===== src/rtl/retry_pkg.sv =====
// Shared types and sizing helpers for the DMR retry join.
// Lane payload bundle and drop-credit width.
package retry_pkg;

    localparam int IDSize         = 2;
    localparam int DefDepth       = 2;
    localparam int DefSkewTimeout = 8;

    typedef logic [7:0] data_t;

    typedef struct packed {
        data_t             data;
        logic [IDSize-1:0] id;
    } retry_lane_t;

    function automatic int credit_width(input int depth);
        return $clog2(depth) + 2;
    endfunction

    localparam int CreditW = credit_width(DefDepth);

endpackage


===== src/rtl/retry_dmr_lane_fifo.sv =====
// One DMR lane: registered FIFO plus a drop-credit counter that
// swallows late tokens belonging to an already-flushed pair.
module retry_dmr_lane_fifo
    import retry_pkg::*;
#(
    parameter int Depth = DefDepth
) (
    input  logic        clk_i,
    input  logic        rst_ni,
    input  retry_lane_t in_data,
    input  logic        in_valid,
    output logic        in_ready,
    input  logic        pop,
    input  logic        credit_inc,
    output retry_lane_t head,
    output logic        empty,
    output logic        credit_ovf
);

    localparam int PtrW = (Depth > 1) ? $clog2(Depth) : 1;
    localparam int CntW = $clog2(Depth + 1);
    localparam int CrW  = credit_width(Depth);
    localparam logic [CrW-1:0] CrMax = '1;

    retry_lane_t     mem [Depth];
    logic [PtrW-1:0] wr_ptr;
    logic [PtrW-1:0] rd_ptr;
    logic [CntW-1:0] count;
    logic [CrW-1:0]  credit;
    logic            ovf_q;

    logic full;
    logic has_credit;
    logic accept;
    logic drop;
    logic push;
    logic do_pop;

    function automatic logic [PtrW-1:0] ptr_next(input logic [PtrW-1:0] p);
        return (p == PtrW'(Depth - 1)) ? '0 : p + 1'b1;
    endfunction

    assign full       = (count == CntW'(Depth));
    assign empty      = (count == '0);
    assign has_credit = (credit != '0);
    assign in_ready   = !full || has_credit;
    assign accept     = in_valid && in_ready;
    // A token arriving in the same cycle its partner is flushed is the late one
    assign drop       = accept && (has_credit || credit_inc);
    assign push       = accept && !drop;
    assign do_pop     = pop && !empty;
    assign head       = mem[rd_ptr];
    assign credit_ovf = ovf_q;

    always_ff @(posedge clk_i) begin
        if (push) begin
            mem[wr_ptr] <= in_data;
        end
    end

    always_ff @(posedge clk_i or negedge rst_ni) begin
        if (!rst_ni) begin
            wr_ptr <= '0;
            rd_ptr <= '0;
            count  <= '0;
        end else begin
            if (push) begin
                wr_ptr <= ptr_next(wr_ptr);
            end
            if (do_pop) begin
                rd_ptr <= ptr_next(rd_ptr);
            end
            unique case ({push, do_pop})
                2'b10:   count <= count + 1'b1;
                2'b01:   count <= count - 1'b1;
                default: count <= count;
            endcase
        end
    end

    always_ff @(posedge clk_i or negedge rst_ni) begin
        if (!rst_ni) begin
            credit <= '0;
            ovf_q  <= 1'b0;
        end else if (credit_inc && !drop) begin
            if (credit != CrMax) begin
                credit <= credit + 1'b1;
            end else begin
                ovf_q <= 1'b1;
            end
        end else if (!credit_inc && drop) begin
            credit <= credit - 1'b1;
        end
    end

endmodule


===== src/rtl/retry_dmr_join.sv =====
// Joins two redundant lane copies into one stream, flagging mismatches
// for retry and force-flushing a lane that leads by too long.
module retry_dmr_join
    import retry_pkg::*;
#(
    parameter int Depth       = DefDepth,
    parameter int SkewTimeout = DefSkewTimeout
) (
    input  logic              clk_i,
    input  logic              rst_ni,
    input  data_t             a_data_i,
    input  logic [IDSize-1:0] a_id_i,
    input  logic              a_valid_i,
    output logic              a_ready_o,
    input  data_t             b_data_i,
    input  logic [IDSize-1:0] b_id_i,
    input  logic              b_valid_i,
    output logic              b_ready_o,
    output data_t             data_o,
    output logic [IDSize-1:0] id_o,
    output logic              needs_retry_o,
    output logic              valid_o,
    input  logic              ready_i,
    output logic              skew_error_o,
    output logic              credit_ovf_o
);

    localparam int SkW = $clog2(SkewTimeout + 1);
    localparam logic [SkW-1:0] SkMax = SkW'(SkewTimeout);

    retry_lane_t a_head;
    retry_lane_t b_head;
    logic        a_empty;
    logic        b_empty;
    logic        a_ovf;
    logic        b_ovf;
    logic        a_pop;
    logic        b_pop;
    logic        a_cinc;
    logic        b_cinc;

    logic [SkW-1:0] skew_cnt;
    logic           both;
    logic           one;
    logic           flush;
    logic           hs;

    retry_dmr_lane_fifo #(.Depth(Depth)) u_lane_a (
        .clk_i      (clk_i),
        .rst_ni     (rst_ni),
        .in_data    ('{data: a_data_i, id: a_id_i}),
        .in_valid   (a_valid_i),
        .in_ready   (a_ready_o),
        .pop        (a_pop),
        .credit_inc (a_cinc),
        .head       (a_head),
        .empty      (a_empty),
        .credit_ovf (a_ovf)
    );

    retry_dmr_lane_fifo #(.Depth(Depth)) u_lane_b (
        .clk_i      (clk_i),
        .rst_ni     (rst_ni),
        .in_data    ('{data: b_data_i, id: b_id_i}),
        .in_valid   (b_valid_i),
        .in_ready   (b_ready_o),
        .pop        (b_pop),
        .credit_inc (b_cinc),
        .head       (b_head),
        .empty      (b_empty),
        .credit_ovf (b_ovf)
    );

    assign both  = !a_empty && !b_empty;
    assign one   = a_empty ^ b_empty;
    // Normal join wins: flush only fires while exactly one lane holds data
    assign flush = one && (skew_cnt == SkMax);
    assign hs    = valid_o && ready_i;

    always_ff @(posedge clk_i or negedge rst_ni) begin
        if (!rst_ni) begin
            skew_cnt <= '0;
        end else if (!one || (hs && flush)) begin
            skew_cnt <= '0;
        end else if (skew_cnt != SkMax) begin
            skew_cnt <= skew_cnt + 1'b1;
        end
    end

    always_comb begin
        valid_o       = both || flush;
        data_o        = a_empty ? b_head.data : a_head.data;
        id_o          = a_empty ? b_head.id : a_head.id;
        needs_retry_o = both ? (a_head != b_head) : 1'b1;
        a_pop         = hs && !a_empty;
        b_pop         = hs && !b_empty;
        skew_error_o  = hs && flush;
        a_cinc        = hs && flush && a_empty;
        b_cinc        = hs && flush && b_empty;
        credit_ovf_o  = a_ovf || b_ovf;
    end

endmodule

===== config.mk =====
export PLATFORM = sky130hd
export DESIGN_NAME = retry_dmr_join
export DESIGN_NICKNAME = d
export VERILOG_FILES = /design/src/rtl/retry_pkg.sv /design/src/rtl/retry_dmr_lane_fifo.sv /design/src/rtl/retry_dmr_join.sv
export SDC_FILE = /design/constraint.sdc
export NUM_CORES = 1
export LEC_CHECK = 0
export ABC_AREA = 1
export CORE_MARGIN = 10
export CORE_UTILIZATION = 45
export DETAILED_ROUTE_END_ITERATION = 6
export PLACE_DENSITY = 0.79
export SYNTH_ARGS = -nofsm -noshare
export SYNTH_HDL_FRONTEND = slang
export SYNTH_SLANG_ARGS = --single-unit

===== constraint.sdc =====
create_clock -name clk_i -period 2.23 [get_ports clk_i]
set_input_delay 0.446 -clock clk_i [delete_from_list [all_inputs] [get_ports clk_i]]
set_output_delay 0.446 -clock clk_i [all_outputs]
set_load 0.05 [all_outputs]

; After elaboration in Yosys (flattened, before gate mapping)
; Memories as Yosys holds them, arrays and structs flattened.
; Cells that the tools add are included.
[totals]
output_inout_bits = 16
elab_cells = 112
reg_bits = 20
mem_count = 2
mem_bits_rw = 40
in_bits = 25
[classes]
reduce_logical = 49
muxes = 21
eq_ne = 13
addsub = 13
n_bitwise = 3
[memory_table]
columns = memory, words, width, read_ports, rd_clocked_by_memory_dff, wr, line
row1 = u_lane_a.mem, 2, 10, 1, 0, 1, retry_dmr_lane_fifo.sv:25  ; retry_lane_t mem [Depth];
row2 = u_lane_b.mem, 2, 10, 1, 0, 1, retry_dmr_lane_fifo.sv:25
[op_table]
columns = operator, n
row1 = $logic_and A1 B1 Y1, 20
row2 = $mux W3, 6
row3 = $ne A10 B10 Y1, 1
row4 = $reduce_bool A2 Y1, 5
row5 = $logic_not A1 Y1, 9
row6 = $mux W1, 9
row7 = $eq A2 B2 Y1 const B, 4
row8 = $mux W4, 2
row9 = $mux W8, 1
row10 = $pmux W2 S2, 2
row11 = $reduce_and A2 Y1, 4
row12 = $logic_or A1 B1 Y1, 7
row13 = $add A3 B1 Y3 const B, 2
row14 = $ne A3 B3 Y1 const B, 2
row15 = $reduce_bool A3 Y1, 2
row16 = $sub A3 B1 Y3 const B, 2
row17 = $add A1 B1 Y1 const B, 4
row18 = $add A2 B1 Y2 const B, 2
row19 = $add A4 B1 Y4 const B, 1
row20 = $eq A2 B1 Y1 const B, 2
row21 = $eq A4 B4 Y1 const B, 1
row22 = $logic_not A2 Y1, 2
row23 = $ne A2 B2 Y1 const B, 2
row24 = $ne A4 B4 Y1 const B, 1
row25 = 4 further kinds, 6

; Longest topological paths before layout
[depth]
word_depth = 13
mapped_depth = 13
ltp_nobuf = 12

; Modules after synthesis
; Synthesis repeated with hierarchy kept, for this count alone.
[unflattened]
cells_unflattened = 314
hier_area_um2 = 2960.3
[by_module_without_submodules]
columns = module, cells_per_inst, n_inst, seq_area_each_um2, area_per_inst_um2
row1 = retry_dmr_lane_fifo, 102, 2, 800.8, 1181.1
row2 = retry_dmr_join, 110, 1, 100.1, 598.1

; Worst setup path before layout
; OpenSTA, ideal clock, no wires.
[synth_timing]
kind = register -> register
from = register u_lane_a.count[0]
to = memory u_lane_a.mem[1][0] (netlist bit), enable pin
period_less_slack_ns = 2.612
arrival_time_ns = 2.236
required_ns = 1.854
setup_time_ns = 0.376
path_stages_with_launch = 11
setup_slack_ns = -0.382
path_buffers = 2
cell_sequence = dfrtp_1 -> inv_2 -> nand2_1 -> buf_2 -> buf_2 -> ha_1 -> nand3_4 -> inv_2 -> nand2_2 -> nand4_2 -> nor2_1
[synth_between]
elab_chain_len = 13
word_cells_on_any_way = 19
classes_between = eq/ne: 1 / mux: 2 / bitwise: 1 / reduce/logical: 15
[synth_lines]
columns = element, line
row1 = from (decl), retry_dmr_lane_fifo.sv:28  ; logic [CntW-1:0] count;
row2 = from (signal assigned), retry_dmr_lane_fifo.sv:74  ; 2'b10: count <= count + 1'b1;
row3 = from (signal assigned), retry_dmr_lane_fifo.sv:75  ; 2'b01: count <= count - 1'b1;
row4 = from (signal assigned), retry_dmr_lane_fifo.sv:76  ; default: count <= count;
row5 = $logic_not A2 Y1 *, retry_dmr_lane_fifo.sv:44  ; assign empty = (count == '0);
row6 = $xor A1 B1 Y1 / $logic_not A1 Y1 (equally long branches), "retry_dmr_join.sv:75, retry_dmr_join.sv:74"
row7 = $logic_and A1 B1 Y1 (on tied branches), "retry_dmr_join.sv:77, retry_dmr_join.sv:74"
row8 = $logic_or A1 B1 Y1, retry_dmr_join.sv:91  ; valid_o = both || flush;
row9 = $logic_and A1 B1 Y1, retry_dmr_join.sv:78  ; assign hs = valid_o && ready_i;
row10 = $logic_and A1 B1 Y1 *, n/a
row11 = named net skew_error_o, retry_dmr_join.sv:24  ; output logic skew_error_o,
row12 = $logic_and A1 B1 Y1 *, retry_dmr_join.sv:98  ; a_cinc = hs && flush && a_empty;
row13 = $logic_or A1 B1 Y1 *, retry_dmr_lane_fifo.sv:49  ; assign drop = accept && (has_credit || credit_inc);
row14 = $logic_and A1 B1 Y1 *, retry_dmr_lane_fifo.sv:49
row15 = $logic_not A1 Y1 *, retry_dmr_lane_fifo.sv:50  ; assign push = accept && !drop;
row16 = $logic_and A1 B1 Y1 *, retry_dmr_lane_fifo.sv:50
row17 = $mux W1 *, retry_dmr_lane_fifo.sv:56  ; if (push) begin
row18 = $mux W1 (not written as such) *, retry_dmr_lane_fifo.sv:57  ; mem[wr_ptr] <= in_data;
row19 = to (decl), retry_dmr_lane_fifo.sv:25
; The timed path passes the listed nets; every way through them passes the cells marked *.

; Worst setup path after layout
[layout_timing]
from = register u_lane_a.rd_ptr
to = output needs_retry_o
[layout_between]
elab_chain_len = 3
[layout_lines]
columns = element, line
row1 = from (decl), retry_dmr_lane_fifo.sv:27  ; logic [PtrW-1:0] rd_ptr;
row2 = from (signal assigned), retry_dmr_lane_fifo.sv:71  ; rd_ptr <= ptr_next(rd_ptr);
row3 = $mem_v2 Z2 W10, n/a
row4 = $ne A10 B10 Y1, retry_dmr_join.sv:94  ; needs_retry_o = both ? (a_head != b_head) : 1'b1;
row5 = $mux W1, retry_dmr_join.sv:94
row6 = to (decl), retry_dmr_join.sv:21  ; output logic needs_retry_o,
; No other way between the ends.

==> results.sh <==
export IMPL_route_detailed_drc=0
export IMPL_post_route_util=0.654
export IMPL_fmax_mhz=450
export IMPL_hold_slack_ns=0.449
export IMPL_syn_inst=282
export IMPL_total_power_uw=6020
export IMPL_cts_tree="built"
export IMPL_peakVddDrop_uv=1370
export IMPL_drtIter0Drc=116
export IMPL_critical_path_class="register to output port"
export IMPL_avgRoutedWirePerCell_um=14.3
export IMPL_grt_pass1_vias=2084
export IMPL_clk_latency_ns=0.34
export IMPL_clkPwrFrac=0.153
export IMPL_grt_first_pass_wirelength_mm=9.65
export IMPL_setup_viol=0
export IMPL_drive_gt1_frac=0.319
export IMPL_start_util=0.461
export IMPL_ys_flop_type="edfxtp_1"
export IMPL_switching_share=0.421
export IMPL_hp_class="input port to asynchronous set/reset pin"
export IMPL_antenna_found_initial=0
export IMPL_firstDrtPassIters=4
export IMPL_grtUsageMet1=0.129
export IMPL_fin_crit_sh=0.996
export IMPL_row_count=29
export IMPL_leakage_uw=0.00169
export IMPL_syn_cell_area_um2=2910
export IMPL_arrival_ns=1.78
export IMPL_post_dp_cell_area_um2=3720
export IMPL_status="finished clean"
export IMPL_cp_end_kind="output port"
export IMPL_syn_nets=314
export IMPL_die_h_um=100
export IMPL_syn_area_per_cell_um2=10.3
export IMPL_num_vias=2190
export IMPL_viasPerCell=5.01
export IMPL_htreeDepth=3
export IMPL_pwr_share_comb=0.574
export IMPL_max_cap_viol_count=0
export IMPL_critPathMaxFanout=8
export IMPL_dp_hpwl_mm=4.55
export IMPL_p_switching_uw=2530
export IMPL_globalplace_congestion=0.832
export IMPL_path_clk_slew_ns=0.07
export IMPL_fillerInstances=461
export IMPL_io_pins=41
export IMPL_stdcell_area_um2=4130
export IMPL_ant_nets=0
export IMPL_num_antenna_cells=0
export IMPL_synthToLayoutAreaGrowth_pct=41.7
export IMPL_synth_edff_count=40
export IMPL_p_int_uw=3490
export IMPL_power_frac_seq=0.273
export IMPL_clock_root_buffer="clkbuf_8"
export IMPL_ys_ff_latch=60
export IMPL_grt_overflow_total=0
export IMPL_rsz0062_at_grt="true"
export IMPL_worst_slew_pin_slew_ns=0.497
export IMPL_grtUsageTotal=0.121
export IMPL_clockBufferDepth=2
export IMPL_top_usage_layer="met2"
export IMPL_dieWidth_um=100
export IMPL_ys_warn_count=0
export IMPL_drt_total_wl_mm=6.25
export IMPL_start_kind="register"
export IMPL_power_density_nw_per_um2=1460
export IMPL_finClkSkew_ns=0.00778
export IMPL_dieArea_um2=10100
export IMPL_final_nets=387
export IMPL_cts_sinks=60
export IMPL_yosysSeqAreaShare=0.584
export IMPL_async_reset_ff_frac=0.333
export IMPL_hold_viol=0
export IMPL_grt_max_degree=21
export IMPL_cts_buffers_inserted=9
export IMPL_finalCriticalPeriod_ns=2.22
export IMPL_met2_usage=0.215
export IMPL_core_area_um2=6310
export IMPL_finalMaxSlewViolations=0
export IMPL_io_buffers=40
export IMPL_grt_util_met3=0.0309
export IMPL_required_ns=1.78
export IMPL_synth_distinct_cells=32
export IMPL_slew_headroom=0.668
[cell usage in the layout, fill, tap and decap left out, drive strengths merged, types with 3 or more instances in the layout]
cell and count:
nand3 11, inv 37, clkinv 4, nor2 20, edfxtp 40, dfrtp 20, nand2 62, or2 6
nand4 9, xor2 9, clkbuf 10, buf 42, clkinvlp 3, xnor2 5, ha 5, clkdlybuf4s50 25
o21ai 38, a21oi 3
[power by group through the flow]
stage	logic, uW	registers (uW)	clock network [uW]
4_1_cts	3160	1660	933
6_report	3450	1650	920
5_1_grt	3720	1680	991
2_1_floorplan	1930	1620	0
3_5_place_dp	3070	1680	0
3_3_place_gp	2990	1660	0
[cell usage after synthesis, types with 5 or more instances]
| cell | n | share of area |
|---|---|---|
| nand2_1 | 53 | 0.068 |
| dfrtp_1 | 20 | 0.17 |
| edfxtp_1 | 40 | 0.41 |
| buf_2 | 5 | 0.0086 |
| ha_1 | 5 | 0.021 |
| nor2_1 | 13 | 0.017 |
| nand3_1 | 8 | 0.014 |
| xor2_1 | 9 | 0.027 |
| xnor2_1 | 5 | 0.015 |
| nand4_1 | 8 | 0.017 |
| o21ai_0 | 27 | 0.046 |
| inv_1 | 35 | 0.045 |
| nand2_2 | 7 | 0.015 |
| o21ai_1 | 11 | 0.019 |
[flip-flops by register name, indices dropped and copies added, names as in the netlist]
| name | cells |
|---|---|
| u_lane_b.rd_ptr | 1 |
| u_lane_a.credit | 3 |
| skew_cnt | 4 |
| u_lane_a.count | 2 |
| u_lane_a.credit_ovf | 1 |
| u_lane_a.wr_ptr | 1 |
| u_lane_a.rd_ptr | 1 |
| u_lane_b.wr_ptr | 1 |
| u_lane_b.mem | 20 |
| u_lane_b.credit | 3 |
| u_lane_b.credit_ovf | 1 |
| u_lane_a.mem | 20 |
| u_lane_b.count | 2 |
[worst max-delay path, cell delays in order (launching register included)]
cell	delay (ns)
dfrtp_2	0.47
buf_6	0.16
nand2_2	0.07
o21ai_4	0.07
or2_2	0.30
nand4_1	0.09
nor2_2	0.05
nand3_2	0.08
buf_12	0.14
[layer usage]
| metal | up-vias | wire length (um) |
|---|---|---|
| met5 | - | 0 |
| met3 | 11 | 257 |
| met1 | 1049 | 2530 |
| met2 | 42 | 3350 |
| met4 | 0 | 113 |
| li1 | 1088 | - |
[through the flow]
stage / worst slack (ns) / instances / TNS, ns
floorplan: -0.0396 / 282 / -0.0396
detailed placement: 0.0251 / 408 / 0
global placement: 0.105 / 408 / 0
CTS: -0.0514 / 427 / -0.0557
global route: -0.117 / 437 / -0.129
finish: 0.00791 / 437 / 0
[worst paths after layout]
kind / slack (ns) / cells past startpoint / endpoint / startpoint
max in group asynchronous: 1.54 / 2 / u_lane_a.rd_ptr / rst_ni
min in group clk_i: 0.47 / 2 / u_lane_b.credit_ovf / u_lane_b.credit_ovf
worst min register to register: 0.47 / 2 / u_lane_b.credit_ovf / u_lane_b.credit_ovf
worst max-delay path: 0.008 / 8 / needs_retry_o / u_lane_a.rd_ptr
worst max register to register: 0.11 / 11 / u_lane_b.count[1] / u_lane_b.count[0]
worst min-delay path: 0.45 / 2 / u_lane_a.credit[2] / rst_ni
[area by class of cell]
cell class	instances	area (um^2)	area share
inverter	39	161	0.0391
multi-input combinational	177	1220	0.295
clock inverter	6	55.1	0.0133
timing repair buffer	68	764	0.185
clock buffer	10	128	0.0309
tap	77	96.3	0.0233
sequential	60	1700	0.413
[cells by family (layout without fill, tap and decap cells)]
kind of cell,Yosys count,count (layout),share of synthesized area
flops,60,60,0.584
fa+ha+maj,7,7,0.0352
buf+inv,45,123,0.0614
compound gates,44,44,0.0777
simple gates,111,111,0.196
mux,1,1,0.00344
xor+xnor,14,14,0.0421
[repair_timing]
item                                    CTS  global route
hold buffers                              0             0
setup buffers                             3            10
pin swaps                                 1             9
gates resized for setup                  13            31
endpoints found under the setup margin    4             8
cloned                                    0             0
Power figures use the tool's default switching activity.
